`src/rtl/mole_scheduler.sv`:
```
// Whack-a-mole play-phase sequencer: lights one random mole at a time, times it
// against a timeout, and keeps hit/miss/reaction scores for the display logic.
module mole_scheduler #(
    parameter int          NUM_MOLES = 8,
    parameter int          MOLE_MS   = 1000,
    parameter int          GAP_MS    = 300,
    parameter int          ROUNDS    = 20,
    parameter logic [15:0] LFSR_SEED = 16'hACE1
) (
    input  logic                 clk,
    input  logic                 reset_n,
    input  logic                 play_flag,
    input  logic                 ms_tick,
    input  logic [NUM_MOLES-1:0] hit,
    output logic [NUM_MOLES-1:0] mole_on,
    output logic                 mole_complete,
    output logic [7:0]           hits,
    output logic [7:0]           misses,
    output logic [15:0]          reaction_ms,
    output logic                 game_done
);

    localparam int          IDX_W     = $clog2(NUM_MOLES);
    localparam logic [15:0] MOLE_LAST = 16'(MOLE_MS - 1);
    localparam logic [15:0] GAP_LAST  = 16'(GAP_MS - 1);
    localparam logic [7:0]  ROUND_MAX = 8'(ROUNDS);
    localparam logic [15:0] LFSR_TAPS = 16'hB400;

    typedef enum logic [1:0] {IDLE, GAP, SHOW, DONE} state_t;

    state_t                 state_q, state_d;
    logic [15:0]            lfsr_q, lfsr_d;
    logic [15:0]            timer_q, timer_d;
    logic [7:0]             round_q, round_d;
    logic [IDX_W-1:0]       prev_idx_q, prev_idx_d;
    logic [NUM_MOLES-1:0]   mole_on_q, mole_on_d;
    logic                   mole_complete_q, mole_complete_d;
    logic [7:0]             hits_q, hits_d;
    logic [7:0]             misses_q, misses_d;
    logic [15:0]            reaction_q, reaction_d;
    logic                   game_done_q, game_done_d;
    logic [IDX_W-1:0]       sel_idx;
    logic [7:0]             misses_inc;

    always_comb begin
        sel_idx = lfsr_q[IDX_W-1:0];
        if (sel_idx == prev_idx_q) begin
            sel_idx = sel_idx + 1'b1;
        end
        misses_inc = (misses_q == 8'hFF) ? misses_q : misses_q + 8'd1;
    end

    always_comb begin
        state_d         = state_q;
        lfsr_d          = {1'b0, lfsr_q[15:1]} ^ ({16{lfsr_q[0]}} & LFSR_TAPS);
        timer_d         = timer_q;
        round_d         = round_q;
        prev_idx_d      = prev_idx_q;
        mole_on_d       = mole_on_q;
        mole_complete_d = 1'b0;
        hits_d          = hits_q;
        misses_d        = misses_q;
        reaction_d      = reaction_q;
        game_done_d     = game_done_q;

        case (state_q)
            IDLE: begin
                mole_on_d   = '0;
                game_done_d = 1'b0;
                if (play_flag) begin
                    state_d    = GAP;
                    hits_d     = '0;
                    misses_d   = '0;
                    reaction_d = '0;
                    round_d    = '0;
                    timer_d    = '0;
                end
            end
            GAP: begin
                mole_on_d = '0;
                if (!play_flag) begin
                    state_d = IDLE;
                end else if (ms_tick) begin
                    if (timer_q == GAP_LAST) begin
                        prev_idx_d = sel_idx;
                        timer_d    = '0;
                        state_d    = SHOW;
                        mole_on_d  = {{(NUM_MOLES-1){1'b0}}, 1'b1} << sel_idx;
                    end else begin
                        timer_d = timer_q + 16'd1;
                    end
                end
            end
            SHOW: begin
                if (!play_flag) begin
                    state_d   = IDLE;
                    mole_on_d = '0;
                end else if (hit[prev_idx_q] || (ms_tick && timer_q == MOLE_LAST)) begin
                    // A correct hit wins over a coincident timeout
                    if (hit[prev_idx_q]) begin
                        hits_d     = hits_q + 8'd1;
                        reaction_d = timer_q;
                    end else begin
                        misses_d = misses_inc;
                    end
                    mole_complete_d = 1'b1;
                    mole_on_d       = '0;
                    timer_d         = '0;
                    round_d         = round_q + 8'd1;
                    if (round_q + 8'd1 == ROUND_MAX) begin
                        state_d     = DONE;
                        game_done_d = 1'b1;
                    end else begin
                        state_d = GAP;
                    end
                end else begin
                    if (|hit) begin
                        misses_d = misses_inc;
                    end
                    if (ms_tick) begin
                        timer_d = timer_q + 16'd1;
                    end
                end
            end
            DONE: begin
                mole_on_d   = '0;
                game_done_d = 1'b1;
                if (!play_flag) begin
                    state_d     = IDLE;
                    game_done_d = 1'b0;
                end
            end
            default: begin
                state_d = IDLE;
            end
        endcase
    end

    always_ff @(posedge clk or negedge reset_n) begin
        if (!reset_n) begin
            state_q         <= IDLE;
            lfsr_q          <= LFSR_SEED;
            timer_q         <= '0;
            round_q         <= '0;
            prev_idx_q      <= '0;
            mole_on_q       <= '0;
            mole_complete_q <= 1'b0;
            hits_q          <= '0;
            misses_q        <= '0;
            reaction_q      <= '0;
            game_done_q     <= 1'b0;
        end else begin
            state_q         <= state_d;
            lfsr_q          <= lfsr_d;
            timer_q         <= timer_d;
            round_q         <= round_d;
            prev_idx_q      <= prev_idx_d;
            mole_on_q       <= mole_on_d;
            mole_complete_q <= mole_complete_d;
            hits_q          <= hits_d;
            misses_q        <= misses_d;
            reaction_q      <= reaction_d;
            game_done_q     <= game_done_d;
        end
    end

    assign mole_on       = mole_on_q;
    assign mole_complete = mole_complete_q;
    assign hits          = hits_q;
    assign misses        = misses_q;
    assign reaction_ms   = reaction_q;
    assign game_done     = game_done_q;

endmodule
```
`config.mk`:
```
export PLATFORM = sky130hd
export DESIGN_NAME = mole_scheduler
export DESIGN_NICKNAME = d
export VERILOG_FILES = /design/src/rtl/mole_scheduler.sv
export SDC_FILE = /design/constraint.sdc
export NUM_CORES = 1
export LEC_CHECK = 0
export CAP_MARGIN = 20
export CORE_MARGIN = 2
export CORE_UTILIZATION = 55
export CTS_CLUSTER_SIZE = 24
export DETAILED_ROUTE_END_ITERATION = 16
export GPL_TIMING_DRIVEN = 1
export HOLD_SLACK_MARGIN = 0.02
export PLACE_DENSITY_LB_ADDON = 0.08
export SLEW_MARGIN = 20
export SYNTH_ARGS = -nofsm -noshare
export SYNTH_HDL_FRONTEND = slang
export SYNTH_SLANG_ARGS = --single-unit
```
`constraint.sdc`:
```
create_clock -name clk -period 6.44 [get_ports clk]
set_input_delay 1.61 -clock clk [delete_from_list [all_inputs] [get_ports clk]]
set_output_delay 1.61 -clock clk [all_outputs]
set_load 0.05 [all_outputs]
```
==> summary.txt <==
Status
  – Status: completed

Route
  – DRC viols: 0
  – Met1 wire length: 4550 um
  – Routed wl met3: roughly 380 um
  – Pre-antenna DRT Iters: 4
  – DR top layer: met4
  – Met2 wire length: 4700 um
  – WL per Instance: approximately 17 um
  – Routed Antenna Nets: 0
  – DRT iter0 DRCs: about 200
  – Via-to-Cell Ratio: 6.15
  – DR vias: 3,547
  – Drt total wl: 9780 um

Floorplan
  – # rows: 32
  – Core area: 7770 um^2
  – Die Span Y: 93.7 um
  – Die width: about 94 um
  – I/O pin total: 54
  – DIE AREA: 8780 um^2
  – Initial Utilization: 0.569

Yosys
  – Ys flop type: dfrtp_1
  – Post-synthesis register bit count: 87
  – Synthesized area per cell: 10.3 um^2
  – Syn Std Cell Area: 4420 um^2
  – Syn Nets: 450
  – Async set-reset flop share out of synthesis: 1.00
  – Post-synth top area share: 0.447
  – EDFF count, synth: 0
  – Post-synth cell types: 61
  – Top post-synthesis cells by area: dfrtp_1 (45%), dfstp_2 (4.8%), nand2_1 (4.2%)
  – Synth area leader: dfrtp_1
  – Syn Inst Count: 428
  – Sequential area share after synthesis: 0.494
  – Ys Warns: 0

Job
  – Max-cap viol count: 0

Placed design
  – PortBufs: between 50 and 60
  – Detail Placement HPWL: between 6000 and 7000 um
  – Final Wtd Congestion: 0.866
  – Cell Area, Placed: about 5000 um^2

Worst setup path
  – WP data arrival: between 4 and 5 ns
  – CP startpoint kind: input port
  – Crit-path max FO: 29
  – Worst endpoint required time: 6.73 ns
  – Worst Setup End Kind: flip-flop
  – Kind of critical path: in2reg

Layout
  – Layout cells sized above 1: 0.126
  – Design Area, Final: 5270 um^2
  – Fill cell count: approximately 610
  – Most frequent cells in the layout: dfrtp_1 (79), clkdlybuf4s50_1 (52), nand2_1 (50)
  – Antenna diodes: 0
  – Commonest non-fill, non-tap cell in the layout: dfrtp_1
  – Area occupied by multi-input gates: 2100 um^2
  – Layout Nets: 492
  – Register area: 2190 um^2
  – Utilization after layout: 0.678
  – Area grow syn2layout: 19.1%

Power and ir drop
  – Pleak: between 0.002 and 0.0025 uW
  – Net Switching: 473 uW
  – Clock share of power: 0.334
  – Logic pwr share: 0.247
  – Cell-internal power: 948 uW
  – Pwr Density: 270 nW/um^2
  – Seq pwr share: 0.419
  – Sw frac: 0.333
  – VDD IR max: 0.123 mV

Global routing
  – GRT overflow: 0
  – All-Layer GR Usage: 0.237
  – Vias in the first global route: between 3k and 4k
  – Largest net degree at the start of global routing: 54
  – Global-route wire length before repair: 16,600 um
  – Initial antenna violation count: 0

Clocking
  – CTS tree: built
  – Clock Path Buffers: 2
  – Clock sinks: 87
  – Setup bufs post-CTS: 0
  – Htree depth: 3
  – Hold-fix buffer count after cts: 0
  – Worst skew pair latency: roughly 0.36 ns
  – CTS root buffer: clkbuf_8
  – CTS resizes: 0
  – TritonCTS buffer count: 9
  – Reg clk slew, reported paths: 0.09 ns

Timing
  – Clock skew: between 0.008 and 0.009 ns
  – Worst-margin pin slew: ~0.72 ns
  – Setup repair after global routing missed its margin: false
  – Max-slew violations: 0
  – TNS Setup: 0 ns
  – Slew headroom: 0.518
  – Fin crit period: 4.25 ns
  – Setup Viol. Count Final: 0
  – Final hold violation count: 0
  – Final worst-path cycle share: 0.659
  – Peak Freq: 236 MHz

Worst hold path
  – Worst hold path class: reg2reg
## registers in the layout, summed over array words and instances, names as in the netlist, 2 cells and up
name	flops
state_q	2
mole_on	8
misses	8
round_q	8
lfsr_q	16
prev_idx_q	3
timer_q	16
reaction_ms	16
hits	8
## kinds of logic after synthesis
logic type,Yosys count,share of synthesized area
DFF,87,0.494
buffers and inverters,38,0.0328
and+or+nand+nor,172,0.210
muxes,13,0.0359
xor gates and xnor gates,8,0.0158
AOI/OAI and AO/OA,100,0.183
adders and majority gates,10,0.0283
## final timing paths
| check | to | startpoint | cells past startpoint | slack, ns |
|---|---|---|---|---|
| max in group asynchronous | lfsr_q[3] | reset_n | 2 | 4.23 |
| hold / removal | lfsr_q[2] | lfsr_q[3] | 0 | 0.36 |
| hold reg to reg | lfsr_q[2] | lfsr_q[3] | 0 | 0.36 |
| setup reg to reg | timer_q[5] | state_q[0] | 8 | 3.32 |
| min in group asynchronous | misses[3] | reset_n | 1 | 1.19 |
| setup / recovery | timer_q[5] | hit[6] | 7 | 2.19 |
## area by class of cell
type | count | share of cell area
sequential | 87 | 0.415
tap | 102 | 0.0242
clock buffer | 9 | 0.0235
inverter | 11 | 0.00784
clock inverter | 7 | 0.0242
multi-input combinational | 303 | 0.398
timing repair buffer | 58 | 0.107
## synth_stat cells, types with 3 or more instances
cell type / n
o21ai_0: 11
clkbuf_1: 21
mux2_2: 3
inv_1: 11
a22o_1: 11
a21bo_2: 17
nor4_1: 3
nor2b_1: 4
dfstp_2: 8
o311ai_1: 3
o311ai_0: 4
o21ai_1: 9
a32o_1: 4
nand3_1: 27
o221ai_1: 3
o211ai_1: 7
xnor2_1: 4
a21oi_1: 4
nor2_1: 18
nand3b_1: 5
buf_1: 4
a21o_1: 7
mux2i_1: 8
nor3_1: 3
nand2_1: 50
ha_1: 10
xor2_1: 4
nand4_1: 27
and3_1: 4
or3_1: 6
or4_1: 9
nand4b_1: 3
dfrtp_1: 79
## routing by layer
layer	GRT usage	up-vias
met5	0	-
met4	0.0966	0
met3	0.0353	14
met2	0.376	88
met1	0.329	1747
li1	-	1698
## worst max-delay path: stages
cell             delay, ns
clkdlybuf4s50_1       0.44
mux4_2                0.49
mux2_2                0.51
o32ai_2               0.32
buf_4                 0.26
nor2b_1               0.62
a221o_1               0.26
## power by group through the flow
stage / registers [uW] / logic, uW / clock network, uW
floorplan: 635 / 217 / 0
global placement: 604 / 342 / 0
detailed placement: 605 / 350 / 0
CTS: 594 / 353 / 482
global route: 600 / 392 / 505
finish: 595 / 351 / 474
## stage by stage
stage | setup WS (ns) | hold slack (ns) | total power [uW] | instances
after floorplan | 3.00 | 0.331 | 852 | 428
after global placement | 1.80 | 0.335 | 945 | 561
after CTS | 2.12 | 0.362 | 1430 | 577
after detailed placement | 1.73 | 0.341 | 955 | 561
after global routing | 2.02 | 0.368 | 1500 | 577
final | 2.19 | 0.357 | 1420 | 577
No activity file was read; power rests on OpenSTA's default activity.
==> patch 1: new RTL, same flow settings <==
Reset style: synchronous (`reset_n`), changed in one clocked block.
--- a/src/rtl/mole_scheduler.sv
+++ b/src/rtl/mole_scheduler.sv
@@ -137,5 +137,5 @@
     end
 
-    always_ff @(posedge clk or negedge reset_n) begin
+    always_ff @(posedge clk) begin
         if (!reset_n) begin
             state_q         <= IDLE;
Check against the original RTL: same outputs for any inputs over 10 cycles, from zero or initial values and one cycle with reset_n low; that may be too few to reach the edited logic, so the function may still have changed.
==> patch 1 against the original RTL <==
- critical path depth unchanged
- cell area decreased by 8.1%
- synthesized cell count rose by 5.8%
- sequential cell count stayed put
- synthesized area down 9.6%
- hold slack better by 0.064 ns
- routed wire length down 4.4%
- setup slack gained 0.24 ns
- maximum frequency grew 6.0%
Power is not compared: it rests on default switching activity, and its combinational part moved more than twofold at a synthesized area within 25%.
==> patch 1: results (changes against the original RTL) <==
* Status: complete, no violations
* Synth area leaders: dfxtp_1 44%, a22oi_1 3.9%, nor2_1 3.9%
* FF-to-FF Start: prev_idx_q[0]
* Slowest-stage cell, CP: mux4_2
* DR WL/cell at 15.7 µm (-7.6%)
* Met1 Track Usage GR at 0.302 (-0.0273)
* HPWL Detailed at 6630 µm (about the same)
* Max clock buf depth at 2 (unchanged)
* Starting DRT DRC Count at 190 (-6.4%)
* Hold_sp: lfsr_q[12]
* Final hold slack at 0.421 ns (+0.0643 ns)
* Number of vias per cell at 6.01 (-2.3%)
* GRT Total Usage at 0.241 (+0.00383)
* Critical Path Fanout Max at 12 (-59%)
* Placer Congestion at 0.898 (+3.7%)
* Worst R2R End: timer_q[11]
* Wl on met1 at 4200 µm (-7.7%)
* Fillers at 616 (+0.33%)
* Top cells by count, synth: 87 x dfxtp_1, 42 x nor2_1, 37 x nand2_1
* DP Cell Count at 582 (+3.7%)
* Detail Route met3 WL at 373 µm (-1.1%)
* Crit path DAT at 4.30 ns (-0.23 ns)
* Vias in the first global route at 3,384 (-3.1%)
* TritonCTS buffer count at 9 (unchanged)
* Final WL at 9350 µm (-4.4%)
* Clock Skew at 0.00726 ns (-0.00151 ns)
* R2R cell count at 6 (-2)
* Register area share after synthesis at 0.435 (-0.0591)
* R2r setup slk at 3.58 ns (+0.26 ns)
* Max Used Layer: met4
* Mapped Avg Cell Area at 8.83 µm² (-15%)
* First-pass detailed-route iteration total at 5 (+1)
* Distinct cell type count after synthesis at 63 (+3.3%)
* Met3 Use GR at 0.0388 (+0.00347)
* Met2 wire len at 4660 µm (-0.98%)
* Global-route wire length before repair at 15,200 µm (-8.4%)
* Layout cell share with drive strength beyond 1 at 0.0683 (-0.0580)
* Reg area at 1740 µm² (-20%)
* Final nets at 516 (+4.9%)
* DP Area at 4550 µm² (-9.2%)
* Largest net degree at the start of global routing at 36 (-33%)
* Grt met2 use at 0.408 (+0.0322)
* Share of flip-flops with an asynchronous set or reset at 0 (-1.00)
==> patch 1: worst max path at each step <==
stage	from	end	slack (ns)
after floorplan	hit[7]	timer_q[13]	3.00
after global placement	hit[7]	mole_on[2]	2.03
after detailed placement	hit[3]	mole_on[1]	1.87
after CTS	hit[3]	mole_on[1]	2.23
after global routing	hit[3]	timer_q[13]	2.31
final	hit[3]	timer_q[11]	2.43
==> patch 1: final cells by class <==
type	instances	share of cell area
Tap cell	99	0.0256
Clock buffer	9	0.0256
Sequential cell	87	0.360
Timing Repair Buffer	56	0.114
Clock inverter	6	0.0326
Inverter	13	0.0101
Multi-Input combinational cell	327	0.432
==> patch 1: cell families (layout without fill, tap and decap cells) <==
logic type,count (synthesis),in the layout,synth area share
adders and majority gates,10,10,0.0313
xor gates and xnor gates,8,8,0.0175
AOI/OAI and AO/OA,111,111,0.196
and+or+nand+nor,188,188,0.246
muxes,10,10,0.0307
DFF,87,87,0.435
buffers and inverters,39,84,0.0432
==> patch 2: new RTL, same settings <==
Without the edit above. Set the parameter `NUM_MOLES` to 16 (it was 8).
--- a/src/rtl/mole_scheduler.sv
+++ b/src/rtl/mole_scheduler.sv
@@ -2,5 +2,5 @@
 // against a timeout, and keeps hit/miss/reaction scores for the display logic.
 module mole_scheduler #(
-    parameter int          NUM_MOLES = 8,
+    parameter int          NUM_MOLES = 16,
     parameter int          MOLE_MS   = 1000,
     parameter int          GAP_MS    = 300,
Ports: changed (resized hit and mole_on); port bits go from 54 to 70. The function was not compared with the original's and may differ.
==> patch 2 against the original RTL <==
- routed wire length up 26%
- synthesized area up 18%
- hold slack better by 0.0037 ns
- maximum frequency down 0.65%
- setup slack worse by 0.028 ns
- first-iteration DRC count up 3.4%
- core utilization down 1.8 points
- die area up 17%
- cell area up 16%
- clock power down 20%
- sequential cell count up 9
- count of clock-buffer cells in the layout unchanged
- total power up 1.0%
- critical endpoint is now hits[4]
- highest routed layer unchanged
==> patch 2: results (changes against the original RTL) <==
* Status: complete, no violations
* Final nets at 617 (+25%)
* Top delay family on crit path: simple AND/OR/NAND/NOR gates
* Synth Area in Compound Gates at 0.204 (+0.0214)
* Synth area leaders: dfrtp_1 42%, nand2_1 6.0%, o211ai_1 4.5%
* Vias at 4,394 (+24%)
* Layout cell share with drive strength beyond 1 at 0.0929 (-0.0334)
* Wl on met1 at 5660 µm (+24%)
* Starting DRT DRC Count at 210 (+3.4%)
* Global-route wire length before repair at 21,200 µm (+28%)
* Worst vdd ir at 0.000127 V (+3.2%)
* Worst path max stage delay at 0.79 ns (+0.17 ns)
* Crit path DAT at 4.58 ns (+0.05 ns)
* Met2 wire len at 6010 µm (+28%)
* Adder-cell area share of the yosys netlist at 0.0239 (-0.00435)
* Slowest-stage cell, CP: nand3_1
* Vias in the first global route at 4,198 (+20%)
* Switching part of the total at 0.388 (+0.0554)
* Buffers on Ports at 69 (+30%)
* Placer Congestion at 0.921 (+6.4%)
* Detail Route met3 WL at 519 µm (+38%)
* Final WL at 12,400 µm (+26%)
* Proportion of synthesized area in mux cells at 0.0366 (+0.000694)
* HPWL Detailed at 8760 µm (+32%)
* Top cells by count, synth: 88 x dfrtp_1, 83 x nand2_1, 34 x nor2_1
* DP Worst Slack at 1.79 ns (+0.0527 ns)
* Critical Path Fanout Max at 23 (-21%)
* Lkg Pwr at 0.00244 µW (+7.1%)
* Syn nets at 574 (+28%)
* XOR/XNOR share of the synthesized area at 0.0184 (+0.00259)
* DP Area at 5910 µm² (+18%)
* Register area share after synthesis at 0.461 (-0.0330)
* Distinct cell type count after synthesis at 69 (+13%)
* Largest net degree at the start of global routing at 69 (+28%)
* Clock Skew at 0.0114 ns (+0.00267 ns)
* Worst-margin pin slew at 0.960 ns (+0.239 ns)
==> patch 2: worst paths after layout <==
check | startpoint | endpoint | slack (ns) | cells past startpoint
worst min-delay path | lfsr_q[4] | lfsr_q[3] | 0.36 | 0
worst max register to register | state_q[0] | hits[4] | 2.63 | 7
max in group asynchronous | reset_n | reaction_ms[4] | 4.11 | 2
worst max-delay path | play_flag | hits[4] | 2.17 | 6
min in group asynchronous | reset_n | misses[7] | 1.15 | 1
worst min register to register | lfsr_q[4] | lfsr_q[3] | 0.36 | 0
==> patch 2: metal layers <==
layer  vias up  global-route usage
li1       2098                   -
met1      2172               0.371
met5         -                   0
met4         0              0.0800
met3        14              0.0435
met2       110               0.412
==> patch 2: layout make-up <==
type | count | area [µm²]
Fill cell | 764 | 3140
Multi-Input combinational cell | 395 | 2570
Sequential cell | 96 | 2410
Timing Repair Buffer | 73 | 718
Tap cell | 129 | 161
Clock buffer | 9 | 124
Clock inverter | 7 | 63.8
Inverter | 12 | 45.0
==> patch 2: kinds of logic (layout without fill, tap and decap cells) <==
group,Yosys count,in the layout
AO/OA/AOI/OAI,143,143
XOR/XNOR,11,11
adder cells (fa/ha/maj),10,10
buffers and inverters,53,101
flip-flops,96,96
multiplexers,17,17
AND/OR/NAND/NOR,214,214
==> patch 2: power groups by stage <==
stage / sequential (µW) / clock [µW] / combinational [µW]
2_1_floorplan: 685 / 0 / 256
3_3_place_gp: 661 / 0 / 388
3_5_place_dp: 664 / 0 / 402
4_1_cts: 651 / 391 / 404
5_1_grt: 657 / 415 / 446
6_report: 652 / 380 / 403
==> patch 2: stage by stage <==
| step | std cells | hold slack [ns] |
|---|---|---|
| 2_1_floorplan | 544 | 0.331 |
| 3_3_place_gp | 705 | 0.338 |
| 3_5_place_dp | 705 | 0.338 |
| 4_1_cts | 721 | 0.364 |
| 5_1_grt | 721 | 0.371 |
| 6_report | 721 | 0.361 |
